File: config.mk
export PLATFORM = sky130hd
export DESIGN_NAME = hilo_mult_unit_flat
export DESIGN_NICKNAME = d
export VERILOG_FILES = /design/src/rtl/hilo_pkg.sv /design/src/rtl/hilo_mult_unit_if.sv /design/src/rtl/hilo_mult_unit_shift_add_core.sv /design/src/rtl/hilo_mult_unit.sv /design/src/flat_wrapper.sv
export SDC_FILE = /design/constraint.sdc
export NUM_CORES = 1
export LEC_CHECK = 0
export CAP_MARGIN = 20
export CORE_MARGIN = 5
export CORE_UTILIZATION = 40
export DETAILED_ROUTE_END_ITERATION = 8
export GPL_TIMING_DRIVEN = 0
export PLACE_DENSITY_LB_ADDON = 0.3
export SLEW_MARGIN = 10
export SYNTH_ARGS = -nofsm -noshare
export SYNTH_HDL_FRONTEND = slang
export SYNTH_SLANG_ARGS = --single-unit
File: constraint.sdc
create_clock -name Clk -period 4.87 [get_ports Clk]
set_clock_uncertainty 0.05 [all_clocks]
set_input_delay 1.2175 -clock Clk [delete_from_list [all_inputs] [get_ports Clk]]
set_output_delay 1.2175 -clock Clk [all_outputs]
set_load 0.02 [all_outputs]
File: src/rtl/hilo_pkg.sv
// Shared encodings and enums for the multiply / HI-LO unit.
package hilo_pkg;
    localparam logic [5:0] OP_SPECIAL  = 6'b000000;
    localparam logic [5:0] OP_SPECIAL2 = 6'b011100;

    localparam logic [5:0] FN_MULT  = 6'b011000;
    localparam logic [5:0] FN_MULTU = 6'b011001;
    localparam logic [5:0] FN_MUL   = 6'b000010;
    localparam logic [5:0] FN_MADD  = 6'b000000;
    localparam logic [5:0] FN_MSUB  = 6'b000100;
    localparam logic [5:0] FN_MTHI  = 6'b010001;
    localparam logic [5:0] FN_MTLO  = 6'b010011;
    localparam logic [5:0] FN_MFHI  = 6'b010000;
    localparam logic [5:0] FN_MFLO  = 6'b010010;

    localparam logic [3:0] ALUOP_MUL = 4'b1111;

    typedef enum logic [1:0] {IDLE, MULT, FIN} state_e;
    typedef enum logic [2:0] {K_MULT, K_MULTU, K_MUL, K_MADD, K_MSUB} op_kind_e;
endpackage

File: src/rtl/hilo_mult_unit_if.sv
// EX-stage request / HI-LO result bundle for the multiply unit.
interface hilo_mult_unit_if #(
    parameter int WIDTH = 32
);
    logic             Valid;
    logic [3:0]       ALUOp;
    logic [5:0]       Opcode;
    logic [5:0]       Funct;
    logic [WIDTH-1:0] A;
    logic [WIDTH-1:0] B;
    logic             Flush;
    logic             Busy;
    logic             Stall;
    logic             Done;
    logic [WIDTH-1:0] MulResult;
    logic [WIDTH-1:0] HI;
    logic [WIDTH-1:0] LO;

    modport master (
        output Valid, ALUOp, Opcode, Funct, A, B, Flush,
        input  Busy, Stall, Done, MulResult, HI, LO
    );

    modport slave (
        input  Valid, ALUOp, Opcode, Funct, A, B, Flush,
        output Busy, Stall, Done, MulResult, HI, LO
    );
endinterface

File: src/rtl/hilo_mult_unit_shift_add_core.sv
// Unsigned radix-2 shift-add multiplier: one partial product per i_step.
module shift_add_core #(
    parameter int WIDTH = 32
) (
    input  logic               i_clk,
    input  logic               i_rst_n,
    input  logic               i_start,
    input  logic               i_step,
    input  logic               i_clear,
    input  logic [WIDTH-1:0]   i_a,
    input  logic [WIDTH-1:0]   i_b,
    output logic [2*WIDTH-1:0] o_product
);
    logic [2*WIDTH-1:0] r_acc;
    logic [2*WIDTH-1:0] r_mcand;
    logic [WIDTH-1:0]   r_mplier;

    always_ff @(posedge i_clk or negedge i_rst_n) begin
        if (!i_rst_n) begin
            r_acc    <= '0;
            r_mcand  <= '0;
            r_mplier <= '0;
        end else if (i_clear) begin
            r_acc    <= '0;
            r_mcand  <= '0;
            r_mplier <= '0;
        end else if (i_start) begin
            r_acc    <= '0;
            r_mcand  <= {{WIDTH{1'b0}}, i_a};
            r_mplier <= i_b;
        end else if (i_step) begin
            if (r_mplier[0]) begin
                r_acc <= r_acc + r_mcand;
            end
            r_mcand  <= r_mcand << 1;
            r_mplier <= r_mplier >> 1;
        end
    end

    assign o_product = r_acc;
endmodule

File: src/rtl/hilo_mult_unit.sv
// Multi-cycle multiply / HI-LO unit: decode, FSM, sign fix-up, accumulate and
// the architectural HI/LO registers around an unsigned shift-add core.
module hilo_mult_unit
    import hilo_pkg::*;
#(
    parameter int WIDTH = 32,
    parameter int CNT_W = 6
) (
    input logic             Clk,
    input logic             Rst_n,
    hilo_mult_unit_if.slave bus
);
    state_e             r_state;
    state_e             w_next;
    op_kind_e           r_kind;
    op_kind_e           w_kind;
    logic               r_neg;
    logic               w_neg;
    logic [CNT_W-1:0]   r_cnt;
    logic [WIDTH-1:0]   r_hi;
    logic [WIDTH-1:0]   r_lo;
    logic [WIDTH-1:0]   r_mulres;
    logic               r_done;

    logic w_sp, w_sp2;
    logic w_dec_mult, w_dec_multu, w_dec_mul, w_dec_madd, w_dec_msub;
    logic w_dec_mthi, w_dec_mtlo, w_dec_mfhi, w_dec_mflo;
    logic w_dec_mul_class, w_dec_any, w_accept;
    logic w_start, w_step, w_clear, w_commit;
    logic [WIDTH-1:0]   w_mag_a;
    logic [WIDTH-1:0]   w_mag_b;
    logic [2*WIDTH-1:0] w_prod_u;
    logic [2*WIDTH-1:0] w_prod;
    logic [2*WIDTH-1:0] w_hilo;

    function automatic logic [WIDTH-1:0] magnitude(input logic [WIDTH-1:0] v,
                                                   input logic is_signed);
        return (is_signed && v[WIDTH-1]) ? -v : v;
    endfunction

    assign w_sp  = (bus.Opcode == OP_SPECIAL);
    assign w_sp2 = (bus.Opcode == OP_SPECIAL2);

    assign w_dec_mult  = w_sp  && (bus.Funct == FN_MULT)  && (bus.ALUOp == ALUOP_MUL);
    assign w_dec_multu = w_sp  && (bus.Funct == FN_MULTU) && (bus.ALUOp == ALUOP_MUL);
    assign w_dec_mul   = w_sp2 && (bus.Funct == FN_MUL);
    assign w_dec_madd  = w_sp2 && (bus.Funct == FN_MADD);
    assign w_dec_msub  = w_sp2 && (bus.Funct == FN_MSUB);
    assign w_dec_mthi  = w_sp  && (bus.Funct == FN_MTHI);
    assign w_dec_mtlo  = w_sp  && (bus.Funct == FN_MTLO);
    assign w_dec_mfhi  = w_sp  && (bus.Funct == FN_MFHI);
    assign w_dec_mflo  = w_sp  && (bus.Funct == FN_MFLO);

    assign w_dec_mul_class = w_dec_mult | w_dec_multu | w_dec_mul | w_dec_madd | w_dec_msub;
    assign w_dec_any       = w_dec_mul_class | w_dec_mthi | w_dec_mtlo | w_dec_mfhi | w_dec_mflo;
    assign w_accept        = (r_state == IDLE) && bus.Valid && !bus.Flush;

    always_comb begin
        w_kind = K_MULT;
        if (w_dec_multu)     w_kind = K_MULTU;
        else if (w_dec_mul)  w_kind = K_MUL;
        else if (w_dec_madd) w_kind = K_MADD;
        else if (w_dec_msub) w_kind = K_MSUB;
    end

    // The core only ever sees magnitudes; the sign is re-applied at FIN.
    assign w_neg   = (w_kind != K_MULTU) && (bus.A[WIDTH-1] ^ bus.B[WIDTH-1]);
    assign w_mag_a = magnitude(bus.A, w_kind != K_MULTU);
    assign w_mag_b = magnitude(bus.B, w_kind != K_MULTU);

    shift_add_core #(.WIDTH(WIDTH)) u_core (
        .i_clk     (Clk),
        .i_rst_n   (Rst_n),
        .i_start   (w_start),
        .i_step    (w_step),
        .i_clear   (w_clear),
        .i_a       (w_mag_a),
        .i_b       (w_mag_b),
        .o_product (w_prod_u)
    );

    assign w_prod = r_neg ? -w_prod_u : w_prod_u;
    assign w_hilo = {r_hi, r_lo};

    always_ff @(posedge Clk or negedge Rst_n) begin
        if (!Rst_n) begin
            r_state <= IDLE;
        end else begin
            r_state <= w_next;
        end
    end

    always_comb begin
        w_next   = r_state;
        w_start  = 1'b0;
        w_step   = 1'b0;
        w_clear  = 1'b0;
        w_commit = 1'b0;
        case (r_state)
            IDLE: begin
                if (w_accept && w_dec_mul_class) begin
                    w_next  = MULT;
                    w_start = 1'b1;
                end
            end
            MULT: begin
                if (bus.Flush) begin
                    w_next  = IDLE;
                    w_clear = 1'b1;
                end else begin
                    w_step = 1'b1;
                    if (r_cnt == CNT_W'(WIDTH - 1)) begin
                        w_next = FIN;
                    end
                end
            end
            FIN: begin
                w_next = IDLE;
                if (bus.Flush) begin
                    w_clear = 1'b1;
                end else begin
                    w_commit = 1'b1;
                end
            end
            default: w_next = IDLE;
        endcase
    end

    always_ff @(posedge Clk or negedge Rst_n) begin
        if (!Rst_n) begin
            r_cnt    <= '0;
            r_kind   <= K_MULT;
            r_neg    <= 1'b0;
            r_hi     <= '0;
            r_lo     <= '0;
            r_mulres <= '0;
            r_done   <= 1'b0;
        end else begin
            r_done <= w_commit;
            if (w_start) begin
                r_cnt  <= '0;
                r_kind <= w_kind;
                r_neg  <= w_neg;
            end else if (w_step) begin
                r_cnt <= r_cnt + CNT_W'(1);
            end
            // Moves only happen from IDLE, so they never collide with a commit.
            if (w_commit) begin
                case (r_kind)
                    K_MUL:   r_mulres     <= w_prod[WIDTH-1:0];
                    K_MADD:  {r_hi, r_lo} <= w_hilo + w_prod;
                    K_MSUB:  {r_hi, r_lo} <= w_hilo - w_prod;
                    default: {r_hi, r_lo} <= w_prod;
                endcase
            end else if (w_accept) begin
                if (w_dec_mthi) r_hi <= bus.A;
                if (w_dec_mtlo) r_lo <= bus.A;
            end
        end
    end

    assign bus.Busy      = (r_state != IDLE);
    assign bus.Stall     = (r_state != IDLE) && bus.Valid && w_dec_any;
    assign bus.Done      = r_done;
    assign bus.MulResult = r_mulres;
    assign bus.HI        = r_hi;
    assign bus.LO        = r_lo;
endmodule

File: src/flat_wrapper.sv
// flat-port wrapper written by rule: the top's interface ports become plain ports
module hilo_mult_unit_flat import hilo_pkg::*;
#(
    parameter int WIDTH = 32,
    parameter int CNT_W = 6
)
  (Clk, Rst_n, bus_Valid, bus_ALUOp, bus_Opcode, bus_Funct, bus_A, bus_B, bus_Flush, bus_Busy, bus_Stall, bus_Done, bus_MulResult, bus_HI, bus_LO);
  hilo_mult_unit_if #(.WIDTH(WIDTH)) bus_i ();
  input logic Clk;
  input logic Rst_n;
  input wire logic [$bits(bus_i.Valid)-1:0] bus_Valid;
  input wire logic [$bits(bus_i.ALUOp)-1:0] bus_ALUOp;
  input wire logic [$bits(bus_i.Opcode)-1:0] bus_Opcode;
  input wire logic [$bits(bus_i.Funct)-1:0] bus_Funct;
  input wire logic [$bits(bus_i.A)-1:0] bus_A;
  input wire logic [$bits(bus_i.B)-1:0] bus_B;
  input wire logic [$bits(bus_i.Flush)-1:0] bus_Flush;
  output wire logic [$bits(bus_i.Busy)-1:0] bus_Busy;
  output wire logic [$bits(bus_i.Stall)-1:0] bus_Stall;
  output wire logic [$bits(bus_i.Done)-1:0] bus_Done;
  output wire logic [$bits(bus_i.MulResult)-1:0] bus_MulResult;
  output wire logic [$bits(bus_i.HI)-1:0] bus_HI;
  output wire logic [$bits(bus_i.LO)-1:0] bus_LO;
  assign bus_i.Valid = bus_Valid;
  assign bus_i.ALUOp = bus_ALUOp;
  assign bus_i.Opcode = bus_Opcode;
  assign bus_i.Funct = bus_Funct;
  assign bus_i.A = bus_A;
  assign bus_i.B = bus_B;
  assign bus_i.Flush = bus_Flush;
  assign bus_Busy = bus_i.Busy;
  assign bus_Stall = bus_i.Stall;
  assign bus_Done = bus_i.Done;
  assign bus_MulResult = bus_i.MulResult;
  assign bus_HI = bus_i.HI;
  assign bus_LO = bus_i.LO;
  hilo_mult_unit #(.WIDTH(WIDTH), .CNT_W(CNT_W)) u_core (.Clk(Clk), .Rst_n(Rst_n), .bus(bus_i));
endmodule
After elaboration in Yosys (flattened, before gate mapping). Cells that the tools add are included. Widths: inputs -> output; s select.

Bits of input ports: 84. Logic and storage cells: 121. Flip-flop bits (word level): 269.

Bitwise logic cells: 9. Reduce and logical (&&, ||, !) cells: 36. Mux-type cells: 38. $add $sub $neg: 7. Eq/ne operators: 20.

Operators with widths (count): $mux 64 (8); $mux 32 (11); $pmux 32 s3 (2); $add 64x64->64 (2); $neg 32->32 (2); $neg 64->64 (1); $sub 64x64->64 (1); $eq 6x5->1 const B (8); $logic_and 1x1->1 (19); $logic_not 6->1 (2); $mux 3 (4); $mux 6 (2); $reduce_bool 2->1 (5); $or 1x1->1 (8); $mux 1 (7); $add 6x1->6 const B (1); $eq 3x2->1 const B (2); $eq 6x2->1 const B (1); $eq 6x3->1 const B (1); $mux 2 (3); $reduce_and 2->1 (3); $reduce_and 3->1 (2); $reduce_bool 3->1 (2); $eq 4x4->1 const B (1); other kinds (11) (12).

Longest topological paths before layout.
Word-level depth: 12. Gate-level depth with buffers: 24.

Cells and area by module. From an unflattened synthesis, not the netlist that was laid out.

Cells, all modules: 3522. Area total of the unflattened synthesis: 26724.4 µm².

Modules (own cells, without submodules): hilo_mult_unit (area an instance 16171.8 µm², times used 1, cells an instance 2278); shift_add_core (area an instance 10552.6 µm², times used 1, cells an instance 1244).

Worst setup path before layout. Ideal clock, no wire load.

Kind: reg2reg. Start: register u_core.u_core.r_acc[3], in the netlist u_core.u_core.o_product[3]. End: register u_core.r_hi[29], in the netlist u_core.bus.HI[29]. Stages on the path, launching flop included: 22. Path slack: -528 ps. Setup time: 82 ps. Path buffers: 1. Arrival time: 5266 ps. Cells stage by stage: dfrtp_1 > or4_4 > nor4_4 > or2b_1 > nor2_1 > nand2_1 > o41ai_1 > xor2_1 > inv_1 > ha_1 > clkbuf_1 > inv_1 > nor4_1 > nand4b_1 > a211oi_1 > nor3b_1 > or2_2 > o21ai_0 > a311oi_1 > o41a_1 > a21boi_0 > o22ai_1.

Word-level cells in the longest chain between the ends: 5. Elaborated cells on any way between the ends: 6. Those cells by class: add/sub (3); mux (3).

Ends and longest elaborated chain: from (decl) (line hilo_mult_unit_shift_add_core.sv:14) `logic [2*WIDTH-1:0] r_acc;`; from (signal assigned) (line hilo_mult_unit_shift_add_core.sv:33) `r_acc <= r_acc + r_mcand;`; $neg 64->64 * (line hilo_mult_unit.sv:82) `assign w_prod = r_neg ? -w_prod_u : w_prod_u;`; $mux 64 * (line hilo_mult_unit.sv:82); named net u_core.w_prod[18] (line hilo_mult_unit.sv:33) `logic [2*WIDTH-1:0] w_prod;`; $sub 64x64->64 or $add 64x64->64 (tied branches) (line hilo_mult_unit.sv:152, hilo_mult_unit.sv:151); $pmux 32 s3 * (line hilo_mult_unit.sv:149) `case (r_kind)`; $mux 32 * (line hilo_mult_unit.sv:148) `if (w_commit) begin`; to (signal assigned) (line hilo_mult_unit.sv:151) `K_MADD: {r_hi, r_lo} <= w_hilo + w_prod;`; to (signal assigned) (line hilo_mult_unit.sv:152) `K_MSUB: {r_hi, r_lo} <= w_hilo - w_prod;`; to (signal assigned) (line hilo_mult_unit.sv:153) `default: {r_hi, r_lo} <= w_prod;`; to (decl) (line hilo_mult_unit.sv:20) `logic [WIDTH-1:0] r_hi;`.

The timed path passes the listed nets; every way through them passes the cells marked *. A chain may end at the register's enable or synchronous reset.

Worst setup path after layout.
Start: register u_core.u_core.r_acc[3], in the netlist u_core.u_core.o_product[3]. End: register u_core.r_hi[31], in the netlist u_core.bus.HI[31].

Word-level cells in the longest chain between the ends: 5. Elaborated cells on any way between the ends: 6. Those cells by class: add/sub (3); mux (3).

Ends and longest elaborated chain (line): $neg 64->64 (hilo_mult_unit.sv:82); $mux 64 * (hilo_mult_unit.sv:82); $sub 64x64->64 or $add 64x64->64 (tied branches) (hilo_mult_unit.sv:152, hilo_mult_unit.sv:151); $pmux 32 s3 * (hilo_mult_unit.sv:149); $mux 32 * (hilo_mult_unit.sv:148).

Mark *: on every way between the ends. The rest lies on a longest branch, timed or not.

==> results.ini <==
[status]
status = finished, violations left
violations = setup timing

[sta]
min_period_ns = 6.215
final.setup.worst_slack_ns = -1.345
worst-slew-pin-transition_ns = 1.170
slew_headroom_pct = 21.97
grt_setup_unrepaired = true
timing.final.crit_share_pct = 127.6
final_hold_viol_count = 0
finalMaxSlewViolations = 0
tns_ns = -37.73
whs_ns = 0.4504
finalSetupViolations = 47
max_freq_mhz = 160.9

[grt]
grt_first_pass_wirelength_mm = 163.1
antenna_found_initial = 3
grt_overflow_total = 0
grt_pass1_vias = 26540
grt_max_degree = 96
grt_usage_pct = 30.91

[final_layout]
nFillCells = 5878
fin_nets = 3878
final_cell_mix = a21oi_1, nand2_1, nor2_1
seqCellArea_sq_um = 6741
final_util_pct = 53.03
multi_input_area_sq_um = 19620
design_area_sq_um = 33210
drive_gt1_share_pct = 16.67
final_common_cell = a21oi_1
area_growth_pct = 32.05

[clock_network]
clk_pin_slew_ns = 0.06
cts_root_buffer = clkbuf_16
cts_tree = done
cts_buffers = 36
cts_buffer_depth = 3
ctsHtreeMaxLevel = 2
clock_sinks = 269
clock_latency_ns = 0.59
postCtsHoldBufs = 0

[logic_synthesis]
synth_cells = 3233
synth-edff-count = 0
ys.flop_type = dfrtp_1
async_flop_share_pct = 100.0
yosysSeqAreaShare_pct = 26.77
synth-seq-cells = 269
syn_area_sq_um = 25150
ys_warn_count = 0
synth_fp_nets = 3524
avgSynthCellArea_sq_um = 7.778
synth_cell_types = 79

[floorplan]
initial_core_util_pct = 40.16
ios = 183
die_h_microns = 260.7
dieArea_sq_um = 67990
coreArea_sq_um = 62620
die_w_microns = 260.7
num_rows = 92

[setup_path]
crit_type = flop to flop
r2r-end = u_core.bus.HI[31]
cp-start-kind = flop
r2r_slack_ns = -1.35
critPathArrivalTime_ns = 6.62
cp.required_ns = 5.27
endpoint = u_core.bus.HI[31]
cp_max_fo = 4
worstReg2RegStart = u_core.u_core.o_product[3]
cp-startpoint = u_core.u_core.o_product[3]
rr_worst_depth = 24
crit_path_end_kind = flop

[routing]
vias = 28220
wl_per_cell_microns = 25.03
drt_iter0_drc = 3265
drt_first_pass_iters = 9
drt-total-wl_mm = 111.6
drtAntennaViolNets = 0
viasPerCell = 6.330
route.detailed.drc = 0

[pwr]
p_leak_nw = 13.95
peakVddDrop_mv = 0.2355
power_density_nw_per_um2 = 413.5

[worst_hold_path]
min_from = u_core.u_core.r_mplier[13]
hp-class = flop to flop

[placed_design]
port-buffer-count = 181
placed_area_sq_um = 28390
place.gp.congestion = 1.021
hpwl_mm = 82.91

[job]
drv_cap = 0

## synthesized netlist by cell type, types with 21 or more instances
master	number	area share [%]
ha_1	204	10
or3_1	28	0.70
a31oi_1	27	0.67
clkbuf_1	168	2.5
inv_1	163	2.4
o21a_1	21	0.63
o31ai_1	74	2.2
nor4_1	36	0.90
nand4_1	57	1.4
nor2b_1	22	0.55
a22o_1	38	1.3
xnor2_1	118	4.1
o21bai_1	65	1.9
nand3_1	44	0.88
nor3_1	61	1.2
o221ai_1	31	1.1
a21o_1	63	1.9
o21ai_0	296	5.9
nor2_1	281	4.2
a21oi_1	354	7.0
o22ai_1	24	0.60
a22oi_1	50	1.5
nand2_1	285	4.3
a221oi_1	50	1.7
dfrtp_1	269	27
nand2b_1	22	0.55
xor2_1	104	3.6
a211oi_1	40	1.2
## flip-flops by register name (all words and copies together) (netlist names), 3 cells and up
register                 count
u_core.u_core.r_mcand       64
u_core.bus.MulResult        32
u_core.u_core.o_product     64
u_core.bus.HI               32
u_core.u_core.r_mplier      32
u_core.bus.LO               32
u_core.r_kind                3
u_core.r_cnt                 6
## worst min path at each step
stage / cells past startpoint / endpoint / slack (ns)
floorplan: 2 / u_core.u_core.r_mplier[31] / 0.40
global placement: 2 / u_core.u_core.r_mplier[31] / 0.42
detailed placement: 2 / u_core.u_core.r_mplier[31] / 0.43
CTS: 2 / u_core.u_core.r_mplier[30] / 0.45
global route: 2 / u_core.u_core.r_mplier[31] / 0.48
finish: 2 / u_core.u_core.r_mplier[12] / 0.45
## routing by layer
layer  global-route usage [%]  routed length, microns  vias to the layer above
li1                         -                       -                    12660
met1                    41.22                   44680                    13490
met2                    46.59                   46970                     1689
met3                    7.866                   12850                      385
met4                    15.34                    7071                        2
met5                        0                      13                        -
## cell type report
cell class	instances	area share, %
flip-flops and latches	269	20.30
clock inverters	12	0.5878
plain buffers	176	2.517
repair buffers	329	9.326
well taps	846	3.188
diodes	2	0.01507
multi-input cells	2612	59.09
inverters	163	1.895
clock buffers	50	3.082
## timing repair
| action | in CTS | in global routing |
|---|---|---|
| endpoints found under the setup margin | 77 | 73 |
| gates resized for setup | 313 | 225 |
| hold endpoints to repair | 0 | 0 |
| setup buffers | 85 | 62 |
| pin swaps | 103 | 120 |
## power breakdown
part | internal [mW] | leakage, nW | switching (mW) | total, mW
Clock | 1.68 | 0.595 | 1.13 | 2.82
Combinational | 3.05 | 9.73 | 4.89 | 7.94
Sequential | 2.49 | 3.63 | 0.490 | 2.98
Total | 7.22 | 14.0 | 6.51 | 13.7
## worst max-delay path: stages, from the launching register on
cell	delay, ns
dfrtp_2	0.43
or4_4	0.57
nor4_4	0.31
or2b_1	0.32
nor2_4	0.18
nand2_4	0.10
nor3b_4	0.34
nand3_2	0.17
o31ai_4	0.28
xor2_2	0.29
inv_2	0.08
ha_4	0.27
nand4_1	0.18
nor2_4	0.19
nand4b_1	0.18
a211oi_2	0.34
nor3b_1	0.10
buf_4	0.19
o311ai_4	0.28
o211ai_1	0.24
a31oi_2	0.41
a221oi_2	0.10
xor2_1	0.15
nor2_1	0.05
o31a_1	0.27
## per-stage QoR
stage	power [mW]	instances	worst slack, ns
CTS	12.66	4400	-1.017
finish	13.73	4459	-1.345
global route	14.26	4459	-1.427
floorplan	6.758	3233	-0.1755
detailed placement	8.968	4263	-2.097
global placement	8.978	4260	-9.799
## kinds of logic (layout without fill, tap and decap cells)
kind of cell / count (synthesis) / after routing / synth area share, %
compound gates: 1268 / 1268 / 32.58
xor+xnor: 222 / 222 / 7.732
fa+ha+maj: 207 / 207 / 10.39
buf+inv: 352 / 730 / 5.269
flops: 269 / 269 / 26.77
mux: 9 / 9 / 0.3732
other cells: 0 / 2 / 0
simple gates: 906 / 906 / 16.89
No activity file was read; power rests on OpenSTA's default activity.
